**src/rtl/fejkon_identity_pkg.sv**
```systemverilog
// rtl/fejkon_identity_pkg.sv - shared states, field positions and addresses for the identity probe
package fejkon_identity_pkg;

  typedef enum logic [2:0] {
    IDLE,
    RD_ID,
    WAIT_ID,
    RD_HASH,
    WAIT_HASH,
    DONE
  } state_t;

  localparam int MAGIC_LSB   = 0;
  localparam int MAGIC_W     = 16;
  localparam int VERSION_LSB = 16;
  localparam int VERSION_W   = 8;
  localparam int PORTS_LSB   = 24;
  localparam int PORTS_W     = 8;

  localparam logic ADDR_ID   = 1'b0;
  localparam logic ADDR_HASH = 1'b1;

endpackage

```
**src/rtl/fejkon_identity_timeout.sv**
```systemverilog
// rtl/fejkon_identity_timeout.sv - per-transaction cycle counter, hit on the LIMIT-th counted cycle
module fejkon_identity_timeout #(
  parameter int LIMIT = 255
) (
  input  logic clk,
  input  logic reset_n,
  input  logic clear,
  input  logic enable,
  output logic hit
);

  logic [15:0] count;

  always_ff @(posedge clk or negedge reset_n) begin
    if (!reset_n) begin
      count <= '0;
    end else if (clear) begin
      count <= '0;
    end else if (enable) begin
      count <= count + 16'd1;
    end
  end

  // count is 0 in the first cycle of a transaction, so LIMIT-1 marks its last allowed cycle
  assign hit = enable && (count == 16'(LIMIT - 1));

endmodule

```
**src/rtl/fejkon_identity_probe.sv**
```systemverilog
// rtl/fejkon_identity_probe.sv - Avalon-MM reader/validator for the fejkon identity words; optional FEJKON_IDENTITY_PROBE_AUTOSTART_EN
module fejkon_identity_probe
  import fejkon_identity_pkg::*;
#(
  parameter logic [15:0] EXPECTED_MAGIC   = 16'h0DE5,
  parameter logic [7:0]  EXPECTED_VERSION = 8'h01,
  parameter int          TIMEOUT_CYCLES   = 255
) (
  input  logic        clk,
  input  logic        reset_n,
  input  logic        start,
  output logic        mm_address,
  output logic        mm_read,
  input  logic        mm_waitrequest,
  input  logic [31:0] mm_readdata,
  input  logic        mm_readdatavalid,
  output logic        busy,
  output logic        done,
  output logic        ok,
  output logic        magic_err,
  output logic        version_err,
  output logic        timeout_err,
  output logic [7:0]  version,
  output logic [7:0]  ports,
  output logic [31:0] git_hash
);

  state_t state, state_next;
  logic   go, in_rd, in_wait, rd_valid, magic_bad, version_bad;
  logic   tmo_hit, tmo_clear, timeout_fire, ok_next;

`ifdef FEJKON_IDENTITY_PROBE_AUTOSTART_EN
  logic armed, arm_dly;

  // arm_dly delays the self-start to the second edge after reset release
  always_ff @(posedge clk or negedge reset_n) begin
    if (!reset_n) begin
      armed   <= 1'b1;
      arm_dly <= 1'b0;
    end else begin
      arm_dly <= 1'b1;
      if (armed && arm_dly) armed <= 1'b0;
    end
  end

  assign go = start | (armed & arm_dly);
`else
  assign go = start;
`endif

  assign in_rd       = (state == RD_ID) || (state == RD_HASH);
  assign in_wait     = (state == WAIT_ID) || (state == WAIT_HASH);
  assign rd_valid    = in_wait && mm_readdatavalid;
  assign magic_bad   = mm_readdata[MAGIC_LSB +: MAGIC_W] != EXPECTED_MAGIC;
  assign version_bad = mm_readdata[VERSION_LSB +: VERSION_W] != EXPECTED_VERSION;

  fejkon_identity_timeout #(.LIMIT(TIMEOUT_CYCLES)) u_timeout (
    .clk     (clk),
    .reset_n (reset_n),
    .clear   (tmo_clear),
    .enable  (in_rd || in_wait),
    .hit     (tmo_hit)
  );

  always_ff @(posedge clk or negedge reset_n) begin
    if (!reset_n) state <= IDLE;
    else          state <= state_next;
  end

  always_comb begin
    state_next   = state;
    timeout_fire = 1'b0;
    case (state)
      IDLE, DONE: if (go) state_next = RD_ID;
      RD_ID: begin
        if (tmo_hit)              state_next = DONE;
        else if (!mm_waitrequest) state_next = WAIT_ID;
      end
      WAIT_ID: begin
        if (mm_readdatavalid) state_next = magic_bad ? DONE : RD_HASH;
        else if (tmo_hit)     state_next = DONE;
      end
      RD_HASH: begin
        if (tmo_hit)              state_next = DONE;
        else if (!mm_waitrequest) state_next = WAIT_HASH;
      end
      WAIT_HASH: begin
        if (mm_readdatavalid || tmo_hit) state_next = DONE;
      end
      default: state_next = IDLE;
    endcase
    // a read completing on the limit cycle beats the timeout
    if ((in_rd && tmo_hit) || (in_wait && tmo_hit && !mm_readdatavalid)) timeout_fire = 1'b1;

    tmo_clear = ((state_next == RD_ID) && (state != RD_ID)) ||
                ((state_next == RD_HASH) && (state != RD_HASH));

    ok_next = ok;
    if (((state == IDLE) || (state == DONE)) && go) begin
      ok_next = 1'b0;
    end else if ((state_next == DONE) && (state != DONE)) begin
      ok_next = !timeout_fire &&
                !((state == WAIT_ID) ? (magic_bad || version_bad) : (magic_err || version_err));
    end
  end

  always_ff @(posedge clk or negedge reset_n) begin
    if (!reset_n) begin
      mm_read     <= 1'b0;
      mm_address  <= ADDR_ID;
      busy        <= 1'b0;
      done        <= 1'b0;
      ok          <= 1'b0;
      magic_err   <= 1'b0;
      version_err <= 1'b0;
      timeout_err <= 1'b0;
      version     <= '0;
      ports       <= '0;
      git_hash    <= '0;
    end else begin
      mm_read    <= (state_next == RD_ID) || (state_next == RD_HASH);
      mm_address <= (state_next == RD_HASH) ? ADDR_HASH : ADDR_ID;
      busy       <= (state_next != IDLE) && (state_next != DONE);
      done       <= state_next == DONE;
      ok         <= ok_next;
      if (((state == IDLE) || (state == DONE)) && go) begin
        magic_err   <= 1'b0;
        version_err <= 1'b0;
        timeout_err <= 1'b0;
        version     <= '0;
        ports       <= '0;
        git_hash    <= '0;
      end
      if (rd_valid && (state == WAIT_ID)) begin
        version     <= mm_readdata[VERSION_LSB +: VERSION_W];
        ports       <= mm_readdata[PORTS_LSB +: PORTS_W];
        magic_err   <= magic_bad;
        version_err <= version_bad;
      end
      if (rd_valid && (state == WAIT_HASH)) git_hash <= mm_readdata;
      if (timeout_fire) timeout_err <= 1'b1;
    end
  end

endmodule

```
**config.mk**
```make
export PLATFORM = sky130hd
export DESIGN_NAME = fejkon_identity_probe
export DESIGN_NICKNAME = d
export VERILOG_FILES = /design/src/rtl/fejkon_identity_pkg.sv /design/src/rtl/fejkon_identity_timeout.sv /design/src/rtl/fejkon_identity_probe.sv
export SDC_FILE = /design/constraint.sdc
export NUM_CORES = 1
export LEC_CHECK = 0
export ABC_AREA = 1
export ABC_CLOCK_PERIOD_IN_PS = 3500
export CAP_MARGIN = 30
export CORE_ASPECT_RATIO = 1.25
export CORE_MARGIN = 2
export CORE_UTILIZATION = 39
export DETAILED_ROUTE_END_ITERATION = 7
export DONT_BUFFER_PORTS = 1
export GPL_TIMING_DRIVEN = 0
export SYNTH_ARGS = -nofsm -noshare
export SYNTH_HDL_FRONTEND = slang
export SYNTH_SLANG_ARGS = --single-unit
export TNS_END_PERCENT = 30
```
**constraint.sdc**
```tcl
create_clock -name clk -period 3.5 [get_ports clk]
set_input_delay 0.7 -clock clk [delete_from_list [all_inputs] [get_ports clk]]
set_output_delay 0.7 -clock clk [all_outputs]
set_load 0.005 [all_outputs]
```
---- Yosys cells after proc, flatten, opt, wreduce, memory -nomap -nowiden ----
Index checks and enable logic that the tools add are counted.
operators by class
  add/subtract/negate cells ............... 1
  equal/unequal tests ..................... 15
  reductions and logical operators ........ 34
  multiplexer cells ....................... 26
operators by type and width
  cell                                                                    number
  32-bit 2-to-1 mux                                                       2
  16-bit 2-to-1 mux                                                       2
  3-bit 2-to-1 mux                                                        9
  8-bit 2-to-1 mux                                                        3
  16-bit by 1-bit adder with 16-bit output, second input constant         1
  16-bit by 8-bit equality test with 1-bit output, second input constant  1
  16-bit by 12-bit != test with 1-bit output, second input constant       1
  3-bit case mux with 5 select lines                                      1
  1-bit logical AND                                                       13
  1-bit logical OR                                                        10
  2-bit nonzero test                                                      5
  3-bit by 2-bit equality test with 1-bit output, second input constant   3
  3-bit equality test, second input constant                              3
  1-bit 2-to-1 mux                                                        9
  8-bit by 1-bit != test with 1-bit output, second input constant         1
  3-bit by 1-bit equality test with 1-bit output, second input constant   2
  3-bit != test, second input constant                                    2
  1-bit logical NOT                                                       3
  3-bit logical NOT                                                       1
  3-bit by 1-bit != test with 1-bit output, second input constant         1
  3-bit by 2-bit != test with 1-bit output, second input constant         1
  3-bit nonzero test                                                      1
  2-bit OR reduction                                                      1
word-level totals
  output and inout port bits .............. 56
  input port bits ......................... 37
  bits in registers ....................... 75
  logic and storage cells ................. 89

---- Longest topological paths before layout ----
  depth after elaboration ................. 12
  mapped depth ............................ 14
  depth with buffers taken out ............ 14

---- Hierarchy ----
A second synthesis with hierarchy kept.
second synthesis, totals
  cells, all modules ...................... 454
  area, all modules ....................... 3667.3 um2
modules (own cells, without submodules)
  module                   instances  area an instance (um2)  sequential area each (um2)  cells each
  fejkon_identity_probe    1          2698.8                  1476.4                      321
  fejkon_identity_timeout  1          968.4                   400.4                       133

---- Worst setup path before layout ----
No wires, ideal clock.
  path type ............................... input to register
  start ................................... input mm_readdata[5]
  end ..................................... register u_timeout.count[10]
  stages .................................. 10
  path slack .............................. 1.632 ns
  setup time .............................. 0.123 ns
  required time ........................... 3.377 ns
  data arrival time ....................... 1.745 ns
  buffers on the path ..................... 1
  cells stage by stage .................... inv_1 -> nor2_1 -> nand2_1 -> nor2_1 -> nand2_1 -> a21oi_2 -> nand3_4 -> nor2_8 -> buf_8 -> a21oi_2
between the ends
  cells in the longest elaborated chain, start to end .. 8
  elaborated cells between the ends (all ways) .. 11
  classes of those cells .................. eq/ne (3); mux (4); reduce/logical (4)
ends and longest elaborated chain
  what                                                                                                                     line                                                      source
  start, declared                                                                                                          fejkon_identity_probe.sv:15                               input logic [31:0] mm_readdata,
  16-bit by 12-bit != test with 1-bit output (*)                                                                           fejkon_identity_probe.sv:54                               assign magic_bad = mm_readdata[MAGIC_LSB +: MAGIC_W] != EXPECTED_MAGIC;
  3-bit 2-to-1 mux (*) (2 in a row)                                                                                        fejkon_identity_probe.sv:80                               if (mm_readdatavalid) state_next = magic_bad ? DONE : RD_HASH;
  3-bit case mux with 5 select lines (*)                                                                                   fejkon_identity_probe.sv:73                               case (state)
  via state_next[2]                                                                                                        fejkon_identity_probe.sv:28                               state_t state, state_next;
  3-bit by 1-bit equality test with 1-bit output / 3-bit by 2-bit equality test with 1-bit output (equally long branches)  fejkon_identity_probe.sv:95, fejkon_identity_probe.sv:96
  1-bit logical AND, on equally long branches                                                                              fejkon_identity_probe.sv:95, fejkon_identity_probe.sv:96
  1-bit logical OR (*)                                                                                                     fejkon_identity_probe.sv:95                               tmo_clear = ((state_next == RD_ID) && (state != RD_ID)) ||
  16-bit 2-to-1 mux / 2-bit nonzero test (equally long branches)                                                           -
  end signal, assigned                                                                                                     fejkon_identity_timeout.sv:20                             count <= count + 16'd1;
  end, declared                                                                                                            fejkon_identity_timeout.sv:12                             logic [15:0] count;
The timed path passes the listed nets; every way through them passes the cells marked *.
A chain may end at the register's enable or synchronous reset.

---- Worst setup path in the final report ----
  start ................................... register u_timeout.count[0]
  end ..................................... register u_timeout.count[9]
between the ends
  cells in the longest elaborated chain, start to end .. 9
  elaborated cells between the ends (all ways) .. 18
  classes of those cells .................. add/sub (1); eq/ne (3); mux (8); reduce/logical (6)
ends and longest elaborated chain
  what                                                                                                                     line                                                      source
  16-bit by 8-bit equality test with 1-bit output                                                                          fejkon_identity_timeout.sv:25                             assign hit = enable && (count == 16'(LIMIT - 1));
  1-bit logical AND                                                                                                        fejkon_identity_timeout.sv:25
  3-bit 2-to-1 mux / 1-bit logical OR (equally long branches)                                                              fejkon_identity_probe.sv:81, fejkon_identity_probe.sv:88
  3-bit 2-to-1 mux, on equally long branches                                                                               fejkon_identity_probe.sv:80, fejkon_identity_probe.sv:88
  3-bit case mux with 5 select lines                                                                                       fejkon_identity_probe.sv:73
  3-bit by 1-bit equality test with 1-bit output / 3-bit by 2-bit equality test with 1-bit output (equally long branches)  fejkon_identity_probe.sv:95, fejkon_identity_probe.sv:96
  1-bit logical AND, on equally long branches                                                                              fejkon_identity_probe.sv:95, fejkon_identity_probe.sv:96
  1-bit logical OR                                                                                                         fejkon_identity_probe.sv:95
  16-bit 2-to-1 mux / 2-bit nonzero test (equally long branches)                                                           -
Parallel ways exist; a longest one is shown, timed or not. The select of a mux whose other input is x is not followed.

==> impl_results.md <==
* Worst Path Max Fanout at 10
* Final wirelength at 8880 um
* Met2 Usage GRT at 0.302
* Total global-route track usage at 0.176
* Routed length per instance at between 10 and 15 um
* Max Slew Vio Count at 0
* Post-route minimum period at about 1.9 ns
* CTS Buffer Depth at 2
* Crit path launch type: flip-flop
* Slowest stage delay, CP at roughly 0.38 ns
* Grt ovf at 0
* TritonCTS clock tree: built
* Number of synthesized register bits at 75
* Num CTS Buffers at 9
* Synthesized area per cell at approximately 8.4 um^2
* Setup Buffers After CTS at 0
* DRC at 0
* Pin count of the biggest net entering global routing at 76
* Worst-Margin Slew at ~0.50 ns
* Yosys top cell area share at 0.495
* Post-cts sizing count at 0
* Nets at between 500 and 600
* Drt first-iter violations at approximately 170
* Antenna violations before repair at 0
* Final Skew at 0.00855 ns
* Worst IR Drop VDD at slightly above 0.4 mV
* Fin crit share at 0.545
* Yosys Warn Count at 0
* Critical-path top delay cell: dfrtp_1
* Vias in the first global route at between 3,000 and 4,000
* Dominant cell type by area after synthesis: dfrtp_1
* RSZ-0062 raised after global routing: no
* Via/cell ratio at about 5.0
* Post-detail-place hpwl at 6520 um
* Distinct cells, synth at 34
* CP Buf/Inv Count at 3
* Gr busiest metal: met2
* Fmax at between 500 and 600 MHz
* Clk Tree Root Cell: clkbuf_16
* Power, Total at 0.00353 W
* Final hold vios at 0
* Synthesized cell area at ~3800 um^2
* Worst Hold Class: in2async
* Core area at between 9000 and 10,000 um^2
* GRT met3 Usage at 0.0619
* First-pass GRT wire length at 14,700 um
* Die area at about 11,000 um^2
* Sequential area share after synthesis at 0.495
* Setup violations, final at 0
* Initial Utilization at 0.397
* Critical path arrival at between 2 and 2.5 ns
* Mapped Nets at slightly below 500
* CP Cell Sequence: inv_1 > ha_1 > inv_1 > nor2_1 > nand2_1 > nor2_2 > nand3_4 > a21oi_2 > nor2_4 > nor2_8 > buf_8 > a21oi_2
* Leakage at between 2 and 2.5 nW
* Number of port buffers at 0
* Critical Path RT at about 3.7 ns
* Critical path type: reg2reg
* 1st-pass router iterations at 4
* CP delay by family, top: simple AND/OR/NAND/NOR gates
* Die height at approximately 110 um
* CTS clk-pin slew, worst paths at about 0.06 ns
* Core Rows at 40
* Num Clock Sinks at between 70 and 80
* Status: complete, no violations
* GPL Wtd Cong at about 0.86
* ANT cells at 0
* Pwr per Cell Area at roughly 830 nW/um^2
* Fin Setup TNS at 0 ns
* GR Layer Usage met1 at 0.199
* Share of cells above drive strength 1 at 0.126
* Worst skew pair latency at 0.34 ns
* Post-Syn Instances at ~450
* Routed Antenna Nets at 0
* Area Overhead vs Synth at 12.3%
* Setup WS post-layout at ~1.6 ns
* Via Count at roughly 3,000
* Chip width at 92.2 um
* H-tree Lvls at 3
* Max cap viols at 0
* Pre-CTS setup slack at 1.38 ns
* Slew headroom at 0.665
* Top cells by area, synth: dfrtp_1 (49%), nand2_1 (8.2%), nand3_1 (6.5%)
* # IOs at 93
* CTS Hold Bufs at 0
* Worst setup EP type: flip-flop
-- flip-flops by register name (all words and copies together) (netlist names) --
name             cells
version_err          1
timeout_err          1
ok                   1
u_timeout.count     16
mm_read              1
ports                8
done                 1
mm_address           1
git_hash            32
state                3
magic_err            1
busy                 1
version              8
-- cell families (layout without fill, tap and decap cells) --
family                     Yosys count  count (layout)  share of synthesized area
DFF                                 75              75                      0.495
AOI/OAI and AO/OA                   78              78                      0.119
and+or+nand+nor                    203             203                      0.261
buffers and inverters               82              98                     0.0910
adders and majority gates            2               2                    0.00659
xor gates and xnor gates            12              12                     0.0277
-- placed cells by master (no fill, tap or decap), types with 3 or more instances in the layout --
master     instances
nand3_4            4
buf_2              3
inv_1             62
dfrtp_1           75
inv_2              4
nand2_1           83
a21oi_2           12
clkbuf_16          9
o21ai_0           49
nand2_2            3
clkbuf_1           7
o21ai_1            3
nor3_1             3
nor2_1            43
nor2_4             5
a21oi_1            8
nand3_1           49
nand4_1            5
xor2_1            12
-- final timing paths --
| check | start | slack, ns | endpoint | cells past startpoint |
|---|---|---|---|---|
| hold / removal | reset_n | 0.06 | ports[3] | 0 |
| hold reg to reg | version[3] | 0.51 | version[3] | 2 |
| min in group clk | mm_readdata[14] | 0.50 | git_hash[14] | 2 |
| setup / recovery | u_timeout.count[0] | 1.59 | u_timeout.count[9] | 12 |
| max in group asynchronous | reset_n | 3.33 | ok | 0 |
| setup reg to reg | u_timeout.count[0] | 1.59 | u_timeout.count[9] | 12 |
-- power by group --
group | internal (W) | switching [W]
Sequential | 0.00116 | 0.000247
Combinational | 0.000401 | 0.000762
Clock | 0.000578 | 0.000380
Total | 0.00214 | 0.00139
-- through the flow --
stage,cells,hold slack (ns),area (um^2),util
after floorplan,452,0.404,3790,-
after CTS,594,0.0418,4260,0.446
after global routing,594,0.0363,4260,0.446
after detailed placement,578,0.407,3950,0.413
after global placement,578,0.406,3950,0.413
final,594,0.0550,4260,0.446
-- metal layers --
layer,share of wire,wire length (um)
met1,0.41,3650
met2,0.50,4450
met3,0.066,582
met4,0.023,202
met5,0,0
-- synth_stat cells (all sizes together) --
cell and n:
buf 9, clkbuf 7, nor3 3, nand3 55
a22oi 1, a21boi 1, nand2 88, a21o 1
and2 2, a21oi 20, dfrtp 75, nand4 5
ha 2, a22o 1, inv 66, o21ai 53
o22ai 1, nor2 50, xor2 12
-- final cells by class --
type                       count  area [um^2]
buffer                        16         97.6
sequential                    75         1880
clock buffer                  10          239
clock inverter                 6         71.3
tap                          126          158
multi-input combinational    295         1570
fill                         972         5300
inverter                      66          248
-- worst register-to-register path, stage by stage, from the launching register on --
cell,delay [ns]
dfrtp_1,0.38
inv_1,0.11
ha_1,0.20
inv_1,0.06
nor2_1,0.08
nand2_1,0.07
nor2_2,0.12
nand3_4,0.10
a21oi_2,0.20
nor2_4,0.07
nor2_8,0.17
buf_8,0.18
a21oi_2,0.06
Power figures use the tool's default switching activity.
